**config.mk**
```make
export PLATFORM = sky130hd
export DESIGN_NAME = reset_sequencer
export DESIGN_NICKNAME = d
export VERILOG_FILES = /design/src/rtl/reset_sequencer.sv
export SDC_FILE = /design/constraint.sdc
export NUM_CORES = 1
export LEC_CHECK = 0
export ABC_AREA = 1
export CAP_MARGIN = 20
export CELL_PAD_IN_SITES_DETAIL_PLACEMENT = 2
export CELL_PAD_IN_SITES_GLOBAL_PLACEMENT = 2
export CORE_ASPECT_RATIO = 0.8
export CORE_MARGIN = 5
export CORE_UTILIZATION = 30
export CTS_BUF_LIST = sky130_fd_sc_hd__clkbuf_8
export CTS_CLUSTER_SIZE = 12
export DETAILED_ROUTE_END_ITERATION = 16
export PLACE_DENSITY_LB_ADDON = 0.1
export SLEW_MARGIN = 20
export SYNTH_ARGS = -nofsm -noshare
export SYNTH_HDL_FRONTEND = slang
export SYNTH_SLANG_ARGS = --single-unit
```
**constraint.sdc**
```tcl
create_clock -name clock -period 2.2 [get_ports clock]
set_input_delay 0.66 -clock clock [delete_from_list [all_inputs] [get_ports clock]]
set_output_delay 0.66 -clock clock [all_outputs]
set_load 0.05 [all_outputs]
```
**src/rtl/reset_sequencer.sv**
```systemverilog
// -----------------------------------------------------------------------------
// reset_sequencer
//
// Purpose:
//   Generates CHANNELS active-low reset lines in the control clock domain.
//   The lines are held asserted while any monitored PLL lock is missing.
//   After DEBOUNCE consecutive all-locked cycles, or on a trigger request, a
//   reset pulse of programmable length is applied. The channels are then
//   released one at a time, STAGE_GAP cycles apart.
//
// Ports:
//   clock          in   control clock
//   reset          in   synchronous, active-high reset
//   locked         in   [LOCK_INPUTS]    PLL lock flags, already synchronised
//   trigger        in   single-cycle reset request
//   pulse_len      in   [COUNTER_WIDTH]  pulse length, sampled with trigger
//                                        (0 selects DEFAULT_PULSE)
//   nreset_out     out  [CHANNELS]       per-channel reset, 0 = asserted
//   busy           out  high in every state except IDLE
//   lockloss_count out  [8]              saturating count of lock-loss events
//
// Optional feature:
//   RESET_SEQ_LOCKLOSS_COUNT_EN - when defined, every entry into HOLD from
//   ASSERT, RELEASE or IDLE increments lockloss_count, which saturates at 255.
//   When undefined, lockloss_count is tied to zero.
// -----------------------------------------------------------------------------
module reset_sequencer #(
    parameter int CHANNELS      = 3,
    parameter int LOCK_INPUTS   = 2,
    parameter int COUNTER_WIDTH = 32,
    parameter int DEFAULT_PULSE = 8_000_000,
    parameter int STAGE_GAP     = 255,
    parameter int DEBOUNCE      = 16
) (
    input  logic                     clock,
    input  logic                     reset,
    input  logic [LOCK_INPUTS-1:0]   locked,
    input  logic                     trigger,
    input  logic [COUNTER_WIDTH-1:0] pulse_len,
    output logic [CHANNELS-1:0]      nreset_out,
    output logic                     busy,
    output logic [7:0]               lockloss_count
);

    localparam int STABLE_W = $clog2(DEBOUNCE + 1);
    localparam int GAP_W    = $clog2(STAGE_GAP + 1);

    localparam logic [COUNTER_WIDTH-1:0] DEFAULT_LEN = COUNTER_WIDTH'(DEFAULT_PULSE);
    localparam logic [COUNTER_WIDTH-1:0] COUNT_ONE   = COUNTER_WIDTH'(1);
    localparam logic [STABLE_W-1:0]      STABLE_LAST = STABLE_W'(DEBOUNCE - 1);
    localparam logic [GAP_W-1:0]         GAP_LAST    = GAP_W'(STAGE_GAP - 1);

    typedef enum logic [1:0] {
        S_HOLD,
        S_ASSERT,
        S_RELEASE,
        S_IDLE
    } state_t;

    state_t                   state_q,  state_d;
    logic [STABLE_W-1:0]      stable_q, stable_d;
    logic [COUNTER_WIDTH-1:0] count_q,  count_d;
    logic [GAP_W-1:0]         gap_q,    gap_d;
    logic [CHANNELS-1:0]      nreset_q, nreset_d;
    logic                     busy_q,   busy_d;

    logic                     all_locked;
    logic [COUNTER_WIDTH-1:0] trigger_len;

    assign all_locked  = &locked;
    assign trigger_len = (pulse_len == '0) ? DEFAULT_LEN : pulse_len;

    always_comb begin
        // NOTE: every next-state signal starts from its current value so that
        // no path through the case statement leaves it unassigned (no latches).
        state_d  = state_q;
        stable_d = stable_q;
        count_d  = count_q;
        gap_d    = gap_q;
        nreset_d = nreset_q;

        case (state_q)
            S_HOLD: begin
                nreset_d = '0;
                if (!all_locked) begin
                    stable_d = '0;
                end else if (stable_q == STABLE_LAST) begin
                    state_d  = S_ASSERT;
                    count_d  = DEFAULT_LEN;
                    stable_d = '0;
                end else begin
                    stable_d = stable_q + STABLE_W'(1);
                end
            end

            default: begin
                // Lock loss outranks a simultaneous trigger.
                if (!all_locked) begin
                    state_d  = S_HOLD;
                    stable_d = '0;
                    nreset_d = '0;
                end else if (trigger) begin
                    state_d  = S_ASSERT;
                    count_d  = trigger_len;
                    nreset_d = '0;
                end else begin
                    case (state_q)
                        S_ASSERT: begin
                            // count holds the cycles left including this one,
                            // so ASSERT lasts exactly the loaded length.
                            if (count_q <= COUNT_ONE) begin
                                state_d  = S_RELEASE;
                                gap_d    = '0;
                                nreset_d = CHANNELS'(1);
                            end else begin
                                count_d = count_q - COUNT_ONE;
                            end
                        end
                        S_RELEASE: begin
                            // nreset is a thermometer code: the top bit set
                            // means every channel has been released.
                            if (nreset_q[CHANNELS-1]) begin
                                state_d = S_IDLE;
                            end else if (gap_q == GAP_LAST) begin
                                gap_d    = '0;
                                nreset_d = (nreset_q << 1) | CHANNELS'(1);
                            end else begin
                                gap_d = gap_q + GAP_W'(1);
                            end
                        end
                        default: ;
                    endcase
                end
            end
        endcase

        busy_d = (state_d != S_IDLE);
    end

    always_ff @(posedge clock) begin
        // NOTE: sequential state uses non-blocking assignments so every flop
        // samples the pre-edge values, independent of statement order.
        if (reset) begin
            state_q  <= S_HOLD;
            stable_q <= '0;
            count_q  <= '0;
            gap_q    <= '0;
            nreset_q <= '0;
            busy_q   <= 1'b1;
        end else begin
            state_q  <= state_d;
            stable_q <= stable_d;
            count_q  <= count_d;
            gap_q    <= gap_d;
            nreset_q <= nreset_d;
            busy_q   <= busy_d;
        end
    end

    assign nreset_out = nreset_q;
    assign busy       = busy_q;

`ifdef RESET_SEQ_LOCKLOSS_COUNT_EN
    logic [7:0] lockloss_q, lockloss_d;

    always_comb begin
        lockloss_d = lockloss_q;
        if ((state_q != S_HOLD) && !all_locked && (lockloss_q != 8'hFF)) begin
            lockloss_d = lockloss_q + 8'd1;
        end
    end

    always_ff @(posedge clock) begin
        if (reset) begin
            lockloss_q <= 8'd0;
        end else begin
            lockloss_q <= lockloss_d;
        end
    end

    assign lockloss_count = lockloss_q;
`else
    assign lockloss_count = 8'd0;
`endif

endmodule

```
# Yosys cells after proc, flatten, opt, wreduce, memory -nomap -nowiden
# Cells that the tools add are included.
# W data, S select, Z words.
dict set report totals {
  ff_bits 51
  latch_bits 0
  ram_bits 0
  romBits 0
  inputBits 37
  output_inout_bits 12
  elab_cells 63
  mem_count 0
}
dict set report classes {
  addsub 3
  n_mul 0
  n_div 0
  n_lt_le_gt_ge 1
  n_eq_ne 11
  shift 0
  n_mux 28
  bitwise 3
  n_reduce_logical 10
}
# op count
set ops {}
lappend ops {{$mux W32} 8}
lappend ops {{$le A32 B1 Y1 const B} 1}
lappend ops {{$logic_not A32 Y1} 1}
lappend ops {{$sub A32 B1 Y32 const B} 1}
lappend ops {{$mux W8} 3}
lappend ops {{$mux W5} 4}
lappend ops {{$pmux W8 S2} 1}
lappend ops {{$mux W2} 7}
lappend ops {{$ne A2 B2 Y1 const B} 5}
lappend ops {{$mux W3} 3}
lappend ops {{$add A8 B1 Y8 const B} 1}
lappend ops {{$eq A8 B8 Y1 const B} 1}
lappend ops {{$reduce_and A7 Y1} 1}
lappend ops {{$pmux W3 S2} 1}
lappend ops {{$add A5 B1 Y5 const B} 1}
lappend ops {{$eq A5 B4 Y1 const B} 1}
lappend ops {{$reduce_and A5 Y1} 1}
lappend ops {{$pmux W2 S2} 1}
lappend ops {{$reduce_and A2 Y1} 2}
lappend ops {{$reduce_and A4 Y1} 1}
lappend ops {{$reduce_or A4 Y1} 1}
lappend ops {{$ne A3 B2 Y1 const B} 1}
lappend ops {{$not A1 Y1} 3}
lappend ops {{$reduce_bool A3 Y1} 1}
lappend ops {{5 further kinds} 5}

# Depth between registers and ports, before layout
dict set report depth {
  word_depth 7
  depth_mapped 15
  mapped_depth_nobuf 14
}

# Least setup slack after synthesis
# OpenSTA, ideal clock, no wires.
dict set report synth_timing {
  kind {reg2reg}
  startpoint {register state_q[0]}
  endpoint {register count_q[12]}
  setup_time_ns 0.125
  arrival_ns 1.688
  required_time_ns 2.075
  setup_slack_ns 0.387
  stages_incl_launch_ff 13
  path_buffers 2
  period_less_slack_ns 1.813
  path_cell_list {dfxtp_1 -> inv_1 -> ha_1 -> buf_2 -> nand2_1 -> inv_1 -> nor2_2 -> nand2_8 -> inv_2 -> buf_6 -> nand2_2 -> nand2_1 -> nor2_2}
}
dict set report synth_between {
  elab_chain_len 3
  elab_cells_between_ends 7
  cone_classes {eq/ne: 3; mux: 1; reduce/logical: 3}
}
# item line_no
set synth_rtl {}
lappend synth_rtl {{start, declared} 60} ;# state_t state_q, state_d;
lappend synth_rtl {{start signal, assigned} 151} ;# state_q <= state_d;
lappend synth_rtl {{$eq A2 B1 Y1 or $logic_not A2 Y1 (tied branches)} {107, 82}}
lappend synth_rtl {{$reduce_bool A3 Y1 (no source line), or another cell as far along} n/a}
lappend synth_rtl {{$reduce_and A5 Y1 (no source line)} n/a}
lappend synth_rtl {{end signal, assigned} 153} ;# count_q <= count_d;
lappend synth_rtl {{end, declared} 62} ;# logic [COUNTER_WIDTH-1:0] count_q, count_d;
# Several ways; a longest one is shown, not always the timed one.
# A chain may end at the register's enable or synchronous reset.

# Final worst setup path
dict set report layout_timing {
  startpoint {register nreset_q[0] (netlist: nreset_out[0])}
  endpoint {output port nreset_out[0]}
}
# item line_no
set layout_rtl {}
lappend layout_rtl {{start, declared} 64} ;# logic [CHANNELS-1:0] nreset_q, nreset_d;
lappend layout_rtl {{start signal, assigned} 155} ;# nreset_q <= nreset_d;
lappend layout_rtl {{end, declared} 40} ;# output logic [CHANNELS-1:0] nreset_out,
# No word-level cell between the ends.

==> metrics.csv <==
stage,metric,value,unit
final_layout,layout cell share with drive strength beyond 1,14.07,%
logic_synthesis,Post-Syn Area,3797,sq um
logic_synthesis,Synth cell types,34,
flow_run,Max Cap Violations,0,
pwr,net switching power,0.0004943,W
pwr,power share of the combinational group,11.3,%
final_layout,n_diodes,0,
sta,Final Slew Violations,0,
status,status,finished clean,
detailed_routing,TritonRoute pass-1 iters,4,
grt,initial antenna violation count,0,
critical_path,worst endpoint data arrival time,1490,ps
sta,fmax,466.1,MHz
final_layout,post-route cell area,4945,sq um
critical_path,Register-to-Register Path Depth,9,
final_layout,Reg area,1023,sq um
clock_network,CTS tree,built,
critical_path,WS Path Type,register to primary output,
critical_path,crit-path max FO,2,
critical_path,Startpoint Class,register,
detailed_routing,Wirelength per Cell,17.26,um
critical_path,FF-to-FF Start,state_q[0],
sta,Final setup violation count,0,
grt,largest net degree at the start of global routing,22,
final_layout,multi-input combinational cell area,2369,sq um
critical_path,WP data required,1540,ps
critical_path,Levels on crit path,1,
clock_network,htree depth,2,
logic_synthesis,register area share after synthesis,26.89,%
floorplanning,Core Box Area,12300,sq um
logic_synthesis,leading area contributor after synthesis,dfxtp_1,
placement,Detail Placement HPWL,12.23,mm
logic_synthesis,yosys warns,0,
hold_path,Hold Path Class,register to register,
critical_path,crit path max-delay cell type,clkdlybuf4s50_1,
floorplanning,die area,15020,sq um
placement,placed cell area,4795,sq um
pwr,Reg power frac,46.7,%
sta,final period utilization,97.51,%
pwr,pwr/cell area,400.7,nW/um^2
grt,gr ovfl total,0,
logic_synthesis,Post-synth EDFFs,0,
pwr,Max IR drop VDD,0.2030,mV
critical_path,worst path buffer plus inverter count,1,
pwr,Leakage,2.275,nW
clock_network,CTS buffer count,5,
pwr,Switching Fraction,24.95,%
clock_network,clock buffer depth,2,
critical_path,critical-path cell list,clkdlybuf4s50_1,
sta,hold_ws,468.8,ps
grt,gr usage total,21.05,%
logic_synthesis,most frequent cell after synthesis,nand2_1,
clock_network,Clock Latency Late Sink,340,ps
detailed_routing,Detailed Route Iter0 Violations,172,
hold_path,min-delay src,stable_q[4],
critical_path,cell family with most CP delay,buffers and inverters,
sta,"Min Clock Period, post-route",2145,ps
critical_path,Crit path largest cell delay,810,ps
logic_synthesis,Async SR Flop Fraction,0,%
grt,first-pass GRT wire length,25.24,mm
sta,worst-case clock skew,9.189,ps
logic_synthesis,Mapped Cells,625,
sta,RSZ-0062 raised after global routing,no,
clock_network,"Hold-fix buffers, CTS",0,
final_layout,Layout area overhead,30.21,%
detailed_routing,routed vias,4348,
detailed_routing,post-route ant nets,0,
clock_network,clk slew on worst S/H paths,110,ps
hold_path,number of cells on the worst hold path,2,
critical_path,Crit. End Element,primary output,
logic_synthesis,Yosys reg bits,51,
sta,setup TNS,0,ps
pwr,clock share of power,42.1,%
placement,gpl congestion,0.8243,
detailed_routing,via density per instance,4.891,
floorplanning,# IOs,49,
pwr,internal power,0.001487,W
detailed_routing,DRT Wirelength,15.35,mm
floorplanning,cell row count,36,
sta,Least-Margin Pin Slew,540.2,ps
logic_synthesis,Synth top cells by count,"nand2_1 (150), nor2_1 (113), inv_1 (72), dfxtp_1 (51), a21oi_1 (49)",
logic_synthesis,largest cells by area after synthesis,"dfxtp_1 (27%), nand2_1 (15%), nor2_1 (11%)",
final_layout,fill cell count,1554,
logic_synthesis,post-synth top area share,26.89,%
clock_network,clock root buffer,clkbuf_8,
logic_synthesis,dominant synthesized flop cell,dfxtp_1,
final_layout,nets@finish,763,
clock_network,Clock Sinks,51,
logic_synthesis,average size of a mapped cell,6.076,sq um
critical_path,Worst setup startpoint,nreset_out[0],
floorplanning,Initial Util,30.88,%
floorplanning,Chip Height,110.6,um
final_layout,fin util,40.21,%
detailed_routing,Remaining DRCs,0,
sta,max_slew headroom,63.85,%
placement,Port Buffers,40,
pwr,power after layout,0.001981,W
sta,final hold viol count,0,
floorplanning,die extent in x,135.8,um
grt,vias in the first global route,4759,
==> registers in the layout, summed over array words and instances, names as in the netlist <==
register / cells
count_q: 32
gap_q: 8
stable_q: 5
nreset_out: 3
state_q: 2
busy: 1
==> worst register-to-register path, stage by stage, from the launching register on <==
cell	delay, ps
dfxtp_2	380
inv_1	100
ha_1	260
buf_4	210
nor4_2	290
buf_4	160
nand2_2	140
inv_2	140
nand2_1	80
and3_1	180
==> final cells by class <==
| class | count | share of cell area [%] |
|---|---|---|
| Inverter | 77 | 5.845 |
| Clock buffer | 5 | 1.392 |
| Clock inverter | 3 | 1.366 |
| Multi-Input combinational cell | 480 | 47.90 |
| Tap cell | 171 | 4.327 |
| Timing Repair Buffer | 102 | 18.47 |
| Sequential cell | 51 | 20.70 |
==> path summary, 6_finish.rpt <==
check | end | slack, ps
worst max register to register | gap_q[3] | 150
worst min-delay path | stable_q[4] | 470
worst max-delay path | nreset_out[0] | 50
worst min register to register | stable_q[4] | 470
==> kinds of logic after synthesis <==
group	after synthesis	synth area share, %
flip-flops	51	26.89
AND/OR/NAND/NOR	342	40.00
buffers and inverters	101	11.73
other	1	0.09875
AO/OA/AOI/OAI	105	14.63
XOR/XNOR	16	3.690
adder cells (fa/ha/maj)	9	2.965
==> timing repair <==
action                     CTS  global route
buffers inserted             0             0
gates resized for setup      0             4
setup endpoints to repair    0             8
==> power groups by stage <==
stage | logic (W) | clock network, W | registers, W
after floorplan | 0.0000899 | 0 | 0.000946
after global placement | 0.000216 | 0 | 0.000946
after detailed placement | 0.000223 | 0 | 0.000946
after CTS | 0.000224 | 0.000866 | 0.000925
after global routing | 0.000241 | 0.000898 | 0.000925
final | 0.000223 | 0.000834 | 0.000925
==> per-layer routing <==
layer	wire [um]	part of all wire (%)	global-route usage, %	up-vias
li1	-	-	-	2163
met1	7681	50	29.94	2117
met2	6920	45	33.92	58
met3	587	3.8	2.591	10
met4	158	1.0	4.634	0
met5	0	0	0	-
==> cell usage in the layout (no fill, tap or decap), types with 7 or more instances in the layout <==
cell type | synthesis | final
nor3_1 | 7 | 7
nor2_2 | 8 | 7
xor2_1 | 8 | 8
a21oi_1 | 49 | 49
nand2_1 | 150 | 150
nand3_1 | 24 | 24
dfxtp_1 | 51 | 49
clkdlybuf4s50_1 | 0 | 39
xnor2_1 | 8 | 8
buf_4 | 9 | 59
ha_1 | 9 | 9
conb_1 | 1 | 8
nor2_1 | 113 | 113
inv_1 | 72 | 72
o21ai_0 | 30 | 30
o21ai_1 | 11 | 11
o22ai_1 | 7 | 7
nand4_1 | 22 | 22
==> stage by stage <==
stage,setup slack (ps),instances
floorplan,386.5,632
global placement,-134.7,881
detailed placement,-233.4,881
CTS,18.67,889
global route,0.4183,889
finish,54.71,889
(Power assumes the default switching activity.)
